File: src/rtl/analyzer_capture_pkg.sv
// Shared types and defaults for the logic-analyzer capture front-end.
// Holds the capture state enum, default widths and trigger-match constants.
// No logic of its own; imported by analyzer_capture and analyzer_trig_match.
package analyzer_capture_pkg;

    // Default widths: probe/FIFO word, FIFO address, sample divider.
    localparam int unsigned DATA_WIDTH_DEF  = 32;
    localparam int unsigned DEPTH_WIDTH_DEF = 13;
    localparam int unsigned DIV_WIDTH_DEF   = 16;

    // Trigger-match result encoding shared by the matcher and its user.
    localparam logic MATCH_HIT  = 1'b1;
    localparam logic MATCH_MISS = 1'b0;

    typedef enum logic [2:0] {
        ST_IDLE  = 3'd0,
        ST_PRE   = 3'd1,
        ST_ARMED = 3'd2,
        ST_POST  = 3'd3,
        ST_DONE  = 3'd4
    } state_e;

    // The sample divider and the busy flag run only in the capturing states.
    function automatic logic is_busy(state_e st);
        return (st == ST_PRE) || (st == ST_ARMED) || (st == ST_POST);
    endfunction

endpackage

File: src/rtl/analyzer_trig_match.sv
// Trigger matcher: compares a sample against mask/value, optionally edge-qualified.
// Latency: purely combinational.
// Optional feature macro ANALYZER_CAPTURE_EDGE_TRIG_EN adds edge_i/s_prev_i/prev_vld_i.
module analyzer_trig_match
    import analyzer_capture_pkg::*;
#(
    parameter int unsigned DATA_WIDTH = DATA_WIDTH_DEF
) (
    input  logic [DATA_WIDTH-1:0] s_i,
    input  logic [DATA_WIDTH-1:0] mask_i,
    input  logic [DATA_WIDTH-1:0] value_i,
`ifdef ANALYZER_CAPTURE_EDGE_TRIG_EN
    input  logic [DATA_WIDTH-1:0] edge_i,
    input  logic [DATA_WIDTH-1:0] s_prev_i,
    input  logic                  prev_vld_i,
`endif
    output logic                  match_o
);

    logic [DATA_WIDTH-1:0] miss_bits;

    // A masked bit misses if its level differs; edge bits also need a fresh transition.
    always_comb begin
        miss_bits = (s_i ^ value_i) & mask_i;
`ifdef ANALYZER_CAPTURE_EDGE_TRIG_EN
        // Without a valid previous sample no edge can be proven, so edge bits miss.
        miss_bits = miss_bits
                  | (mask_i & edge_i & ~({DATA_WIDTH{prev_vld_i}} & (s_i ^ s_prev_i)));
`endif
        match_o = (miss_bits == '0) ? MATCH_HIT : MATCH_MISS;
    end

endmodule

File: src/rtl/analyzer_capture.sv
// Logic-analyzer capture: samples probe at a divided rate, keeps a pre-trigger window, writes post-trigger samples.
// Latency: tick to FIFO write is 2 cycles; done rises the cycle after the last post write.
// No backpressure: a write due while fifo_wr_full is dropped and flagged in overrun. Macro: ANALYZER_CAPTURE_EDGE_TRIG_EN.
module analyzer_capture
    import analyzer_capture_pkg::*;
#(
    parameter int unsigned DATA_WIDTH  = DATA_WIDTH_DEF,
    parameter int unsigned DEPTH_WIDTH = DEPTH_WIDTH_DEF,
    parameter int unsigned DIV_WIDTH   = DIV_WIDTH_DEF
) (
    input  logic                   clk,
    input  logic                   rstn,
    input  logic                   start,
    input  logic                   abort,
    input  logic [DATA_WIDTH-1:0]  probe,
    input  logic [DATA_WIDTH-1:0]  trig_mask,
    input  logic [DATA_WIDTH-1:0]  trig_value,
`ifdef ANALYZER_CAPTURE_EDGE_TRIG_EN
    input  logic [DATA_WIDTH-1:0]  trig_edge,
`endif
    input  logic [DEPTH_WIDTH-1:0] pre_cnt,
    input  logic [DEPTH_WIDTH-1:0] post_cnt,
    input  logic [DIV_WIDTH-1:0]   sample_div,
    output logic                   fifo_wr_en,
    output logic [DATA_WIDTH-1:0]  fifo_wr_data,
    output logic                   fifo_rd_en,
    input  logic                   fifo_wr_full,
    input  logic                   fifo_empty,
    output logic                   busy,
    output logic                   triggered,
    output logic                   done,
    output logic                   overrun
);

    state_e                 state_q, state_d;
    logic [DIV_WIDTH-1:0]   div_q, div_d;
    logic [DATA_WIDTH-1:0]  s_q;
    logic                   s_vld_q;
    logic [DEPTH_WIDTH-1:0] fill_q, fill_d;
    logic [DEPTH_WIDTH-1:0] post_left_q, post_left_d;
    logic                   wr_en_q, wr_en_d;
    logic [DATA_WIDTH-1:0]  wr_data_q, wr_data_d;
    logic                   rd_en_q, rd_en_d;
    logic                   trig_q, trig_d;
    logic                   ovr_q, ovr_d;
    logic                   busy_q, done_q;
    logic                   tick;
    logic                   match;
    logic                   write_due;

    assign tick = is_busy(state_q) && (div_q == sample_div);

    // Divider restarts from zero whenever capture is not running and after each tick.
    always_comb begin
        div_d = (!is_busy(state_q) || tick) ? '0 : div_q + 1'b1;
    end

`ifdef ANALYZER_CAPTURE_EDGE_TRIG_EN
    logic [DATA_WIDTH-1:0] s_prev_q;
    logic                  prev_vld_q;

    // Previous ARMED sample for edge detection; invalid on the first ARMED sample.
    always_ff @(posedge clk or negedge rstn) begin
        if (!rstn) begin
            s_prev_q   <= '0;
            prev_vld_q <= 1'b0;
        end else if (state_q != ST_ARMED) begin
            prev_vld_q <= 1'b0;
        end else if (s_vld_q) begin
            s_prev_q   <= s_q;
            prev_vld_q <= 1'b1;
        end
    end
`endif

    analyzer_trig_match #(
        .DATA_WIDTH (DATA_WIDTH)
    ) u_match (
        .s_i        (s_q),
        .mask_i     (trig_mask),
        .value_i    (trig_value),
`ifdef ANALYZER_CAPTURE_EDGE_TRIG_EN
        .edge_i     (trig_edge),
        .s_prev_i   (s_prev_q),
        .prev_vld_i (prev_vld_q),
`endif
        .match_o    (match)
    );

    // Capture FSM next state; abort overrides start and the trigger.
    always_comb begin
        state_d     = state_q;
        fill_d      = fill_q;
        post_left_d = post_left_q;
        wr_en_d     = 1'b0;
        wr_data_d   = wr_data_q;
        rd_en_d     = 1'b0;
        trig_d      = trig_q;
        ovr_d       = ovr_q;
        write_due   = 1'b0;
        if (abort) begin
            state_d = ST_IDLE;
        end else begin
            case (state_q)
                ST_IDLE, ST_DONE: begin
                    if (start) begin
                        state_d = (pre_cnt == '0) ? ST_ARMED : ST_PRE;
                        fill_d  = '0;
                        trig_d  = 1'b0;
                        ovr_d   = 1'b0;
                    end
                end
                ST_PRE: begin
                    if (s_vld_q) begin
                        write_due = 1'b1;
                        fill_d    = fill_q + 1'b1;
                        if ((fill_q + 1'b1) == pre_cnt) begin
                            state_d = ST_ARMED;
                        end
                    end
                end
                ST_ARMED: begin
                    if (s_vld_q) begin
                        if (match == MATCH_HIT) begin
                            write_due   = 1'b1;
                            trig_d      = 1'b1;
                            post_left_d = post_cnt;
                            state_d     = (post_cnt == '0) ? ST_DONE : ST_POST;
                        end else if (pre_cnt != '0) begin
                            // Slide the pre-trigger window: add newest, drop oldest.
                            write_due = 1'b1;
                            rd_en_d   = !fifo_empty;
                        end
                    end
                end
                ST_POST: begin
                    if (s_vld_q) begin
                        write_due   = 1'b1;
                        post_left_d = post_left_q - 1'b1;
                        if (post_left_q == DEPTH_WIDTH'(1)) begin
                            state_d = ST_DONE;
                        end
                    end
                end
                default: state_d = ST_IDLE;
            endcase
        end
        // A full FIFO loses the sample but the counters still advance.
        if (write_due) begin
            if (fifo_wr_full) begin
                ovr_d = 1'b1;
            end else begin
                wr_en_d   = 1'b1;
                wr_data_d = s_q;
            end
        end
    end

    // Sample register, FSM state and registered outputs.
    always_ff @(posedge clk or negedge rstn) begin
        if (!rstn) begin
            state_q     <= ST_IDLE;
            div_q       <= '0;
            s_q         <= '0;
            s_vld_q     <= 1'b0;
            fill_q      <= '0;
            post_left_q <= '0;
            wr_en_q     <= 1'b0;
            wr_data_q   <= '0;
            rd_en_q     <= 1'b0;
            trig_q      <= 1'b0;
            ovr_q       <= 1'b0;
            busy_q      <= 1'b0;
            done_q      <= 1'b0;
        end else begin
            state_q     <= state_d;
            div_q       <= div_d;
            s_vld_q     <= tick;
            if (tick) begin
                s_q <= probe;
            end
            fill_q      <= fill_d;
            post_left_q <= post_left_d;
            wr_en_q     <= wr_en_d;
            wr_data_q   <= wr_data_d;
            rd_en_q     <= rd_en_d;
            trig_q      <= trig_d;
            ovr_q       <= ovr_d;
            busy_q      <= is_busy(state_d);
            // done trails entry to DONE by one cycle so it follows the last write.
            done_q      <= (state_q == ST_DONE) && (state_d == ST_DONE);
        end
    end

    assign fifo_wr_en   = wr_en_q;
    assign fifo_wr_data = wr_data_q;
    assign fifo_rd_en   = rd_en_q;
    assign busy         = busy_q;
    assign triggered    = trig_q;
    assign done         = done_q;
    assign overrun      = ovr_q;

endmodule

File: config.mk
export PLATFORM = sky130hd
export DESIGN_NAME = analyzer_capture
export DESIGN_NICKNAME = d
export VERILOG_FILES = /design/src/rtl/analyzer_capture_pkg.sv /design/src/rtl/analyzer_trig_match.sv /design/src/rtl/analyzer_capture.sv
export SDC_FILE = /design/constraint.sdc
export NUM_CORES = 1
export LEC_CHECK = 0
export CORE_ASPECT_RATIO = 0.9
export CORE_MARGIN = 1.5
export CORE_UTILIZATION = 45
export DETAILED_ROUTE_END_ITERATION = 6
export DONT_BUFFER_PORTS = 1
export HOLD_SLACK_MARGIN = 0.12
export SLEW_MARGIN = 20
export SYNTH_ARGS = -nofsm -noshare
export SYNTH_HDL_FRONTEND = slang
export SYNTH_SLANG_ARGS = --single-unit
File: constraint.sdc
create_clock -name clk -period 2.95 [get_ports clk]
set_clock_uncertainty 0.2 [all_clocks]
set_input_delay 0.7375 -clock clk [delete_from_list [all_inputs] [get_ports clk]]
set_output_delay 0.7375 -clock clk [all_outputs]
set_load 0.05 [all_outputs]
==> flow_summary_export.csv <==
group,metric,value,unit
sta,period_share,99.74,%
critical_path,start_kind,"flip-flop",
placed_design,gp_congestion,0.8414,
clock_network,cts_max_level,4,
critical_path,worstPathRequired,3050,ps
clock_network,cts_buffer_depth,2,
outcome,violations,"design-rule violations, negative hold slack",
floorplan,dieArea,14280,µm²
critical_path,critical_path_peak_fanout,6,
sta,worstMarginPinSlew,1124,ps
floorplan,initial_core_util,45.86,%
global_routing,antenna_found_initial,0,
synthesis,synth.avg_cell_area,10.44,µm²
clock_network,numCtsBuffers,17,
critical_path,reg2reg_from,"s_q[15]",
floorplan,die_h,113.5,µm
detailed_routing,ant_nets,0,
floorplan,design.core.area,13310,µm²
final_layout,stdcell_area,7278,µm²
critical_path,end_kind,"flip-flop",
detailed_routing,wirelength,15480,µm
sta,relSlewSlack,24.74,%
detailed_routing,routedWlPerCell,19.59,µm
global_routing,grt.overflow.total,0,
floorplan,rows,40,
global_routing,grt_pass1_wl,23820,µm
synthesis,synthAdderAreaFrac,0.8197,%
power_and_ir_drop,ir_drop,0.4102,mV
clock_network,clk_latency,420,ps
global_routing,grt_pass1_vias,4554,
detailed_routing,drc,8,
synthesis,synth_edf_count,0,
final_layout,area_delta_synth_final,19.20,%
critical_path,arrival,3040,ps
run,maxCapViolations,0,
sta,finalSetupViolCount,0,
clock_network,ctsRootBufferMaster,"clkbuf_16",
sta,final_hold_viol_count,116,
synthesis,synth.distinct_cells,48,
placed_design,io_buffers,0,
global_routing,grt_max_degree,117,
worst_hold_path,hold_class,"input port to async pin",
critical_path,startpoint,"s_q[15]",
clock_network,cts_tree,"done",
final_layout,antenna_cells,0,
placed_design,dpl_cell_area,6386,µm²
detailed_routing,drtPass1Iterations,7,
synthesis,yosysSeqAreaShare,47.54,%
synthesis,netlist_area,6106,µm²
sta,fin_crit,2942,ps
floorplan,ioPinCount,182,
synthesis,yosys_warnings,0,
synthesis,yosys.area_share.simple,13.75,%
synthesis,synth_xor_area_share,10.90,%
sta,holdWs,-179.9,ps
sta,fmax,339.9,MHz
detailed_routing,viasPerCell,5.878,
final_layout,fill_cells,1167,
detailed_routing,vias,4644,
placed_design,dp_hpwl,11000,µm
synthesis,synth_top_family_by_area,"simple AND/OR/NAND/NOR gates",
outcome,status,"finished with violations",
clock_network,clk_pin_slew,60,ps
synthesis,synth_nets,733,
critical_path,worstSetupPathType,"flip-flop to flip-flop",
synthesis,syn_inst,585,
final_layout,final_common_cell,"dfrtp_1",
critical_path,r2r_slack,8,ps
final_layout,final_cell_mix,"dfrtp_1, nor2_1, o21ai_0, xor2_1, mux2_2",
synthesis,synthArstFlopShare,100.0,%
power_and_ir_drop,power.density,536.0,nW/µm²
synthesis,synth-seq-cells,116,
critical_path,crit_path_end,"fifo_wr_data[30]",
critical_path,r2r_cells,9,
synthesis,synth_compound_area_share,12.40,%
sta,slew_viol_final,0,
final_layout,layout-drive-gt1-share,21.86,%
power_and_ir_drop,power,3.901,mW
final_layout,layout.nets,758,
detailed_routing,drtIter0Drc,246,
power_and_ir_drop,p_leak,3.264,nW
synthesis,ys.flop_type,"dfrtp_1",
synthesis,synth.area.mux_share,11.99,%
global_routing,grt_usage,21.65,%
clock_network,cts.sinks,116,
critical_path,r2r_end,"fifo_wr_data[30]",
sta,rsz0062_at_grt,"yes",
floorplan,die_w,125.8,µm
## report_power, final
| part | internal, mW | switching [mW] | total, mW |
|---|---|---|---|
| logic | 0.0563 | 0.0624 | 0.119 |
| clock network | 1.42 | 0.748 | 2.17 |
| registers | 1.60 | 0.0156 | 1.61 |
| total | 3.08 | 0.826 | 3.90 |
## worst min-delay path by stage
stage,to,from
3_3_place_gp,post_left_q[4],rstn
2_1_floorplan,busy,rstn
6_report,post_left_q[4],rstn
5_1_grt,post_left_q[6],rstn
4_1_cts,post_left_q[1],rstn
3_5_place_dp,post_left_q[4],rstn
## critical path, cell delays in order (launching register included)
cell and delay, ps:
dfrtp_1 390, xor2_1 150, a22oi_1 240, nand4_1 230, nor4_4 430, o21ai_2 130
a2111oi_4 360, buf_6 210, clkbuf_16 170, mux2_2 320
## registers in the layout, indices dropped and copies added, names as in the netlist
| signal | flops |
|---|---|
| triggered | 1 |
| state_q | 3 |
| overrun | 1 |
| s_vld_q | 1 |
| div_q | 16 |
| fifo_wr_data | 32 |
| done | 1 |
| fifo_rd_en | 1 |
| post_left_q | 13 |
| fill_q | 13 |
| s_q | 32 |
| busy | 1 |
| fifo_wr_en | 1 |
## cells in the mapped netlist (2+ instances only)
| cell | number | area share (%) |
|---|---|---|
| dfrtp_1 | 116 | 48 |
| mux2_2 | 60 | 11 |
| nor2_1 | 55 | 3.4 |
| o21ai_0 | 47 | 3.9 |
| xor2_1 | 45 | 6.5 |
| xnor2_1 | 31 | 4.4 |
| nand2_1 | 28 | 1.7 |
| nand3_1 | 21 | 1.7 |
| a22oi_1 | 18 | 2.2 |
| clkbuf_1 | 17 | 1.0 |
| a21oi_1 | 16 | 1.3 |
| nand4_1 | 16 | 1.6 |
| inv_1 | 15 | 0.92 |
| nor3_1 | 12 | 0.98 |
| a31oi_1 | 11 | 1.1 |
| nor4_1 | 9 | 0.92 |
| or3_1 | 8 | 0.82 |
| and3_1 | 6 | 0.61 |
| a2bb2oi_1 | 5 | 0.72 |
| mux2_1 | 5 | 0.92 |
| ha_1 | 4 | 0.82 |
| nor3b_1 | 4 | 0.49 |
| buf_6 | 3 | 0.55 |
| nor2b_1 | 3 | 0.31 |
| o31ai_1 | 3 | 0.37 |
| and2_1 | 2 | 0.20 |
| nand3b_1 | 2 | 0.25 |
| o211ai_1 | 2 | 0.25 |
| o22ai_1 | 2 | 0.20 |
## stage by stage
| stage | worst slack (ps) | TNS, ps | util, % | instances |
|---|---|---|---|---|
| 2_1_floorplan | -190.7 | -5563 | - | 585 |
| 3_3_place_gp | -308.6 | -8968 | 47.97 | 751 |
| 3_5_place_dp | -343.8 | -9574 | 47.97 | 751 |
| 4_1_cts | 7.458 | 0 | 52.71 | 782 |
| 5_1_grt | -120.3 | -2781 | 54.67 | 790 |
| 6_report | 7.630 | 0 | 54.67 | 790 |
## per-layer routing
layer	global-route usage, %	wire length [µm]
met5	0	0
met4	8.966	244
met3	7.739	1230
met2	34.69	7452
met1	26.79	6549
## layout make-up
| type | instances | area, µm² | share of cell area (%) |
|---|---|---|---|
| Multi-Input combinational cell | 433 | 3182 | 43.72 |
| Sequential cell | 116 | 2903 | 39.88 |
| Clock buffer | 21 | 480.5 | 6.601 |
| Timing Repair Buffer | 27 | 300.3 | 4.126 |
| Tap cell | 168 | 210.2 | 2.888 |
| Clock inverter | 10 | 146.4 | 2.011 |
| Inverter | 15 | 56.30 | 0.7736 |
## kinds of logic after synthesis
logic type / count (synthesis)
flops: 116
xor+xnor: 76
buf+inv: 36
mux: 65
simple gates: 170
fa+ha+maj: 4
compound gates: 118
## what timing repair did
action,CTS,global route
hold endpoints to repair,116,116
setup buffers,0,5
gates cloned,0,4
pin swaps,0,13
endpoints found under the setup margin,9,32
resized for setup,1,36
Note: power is estimated with default switching activity, not from simulation.
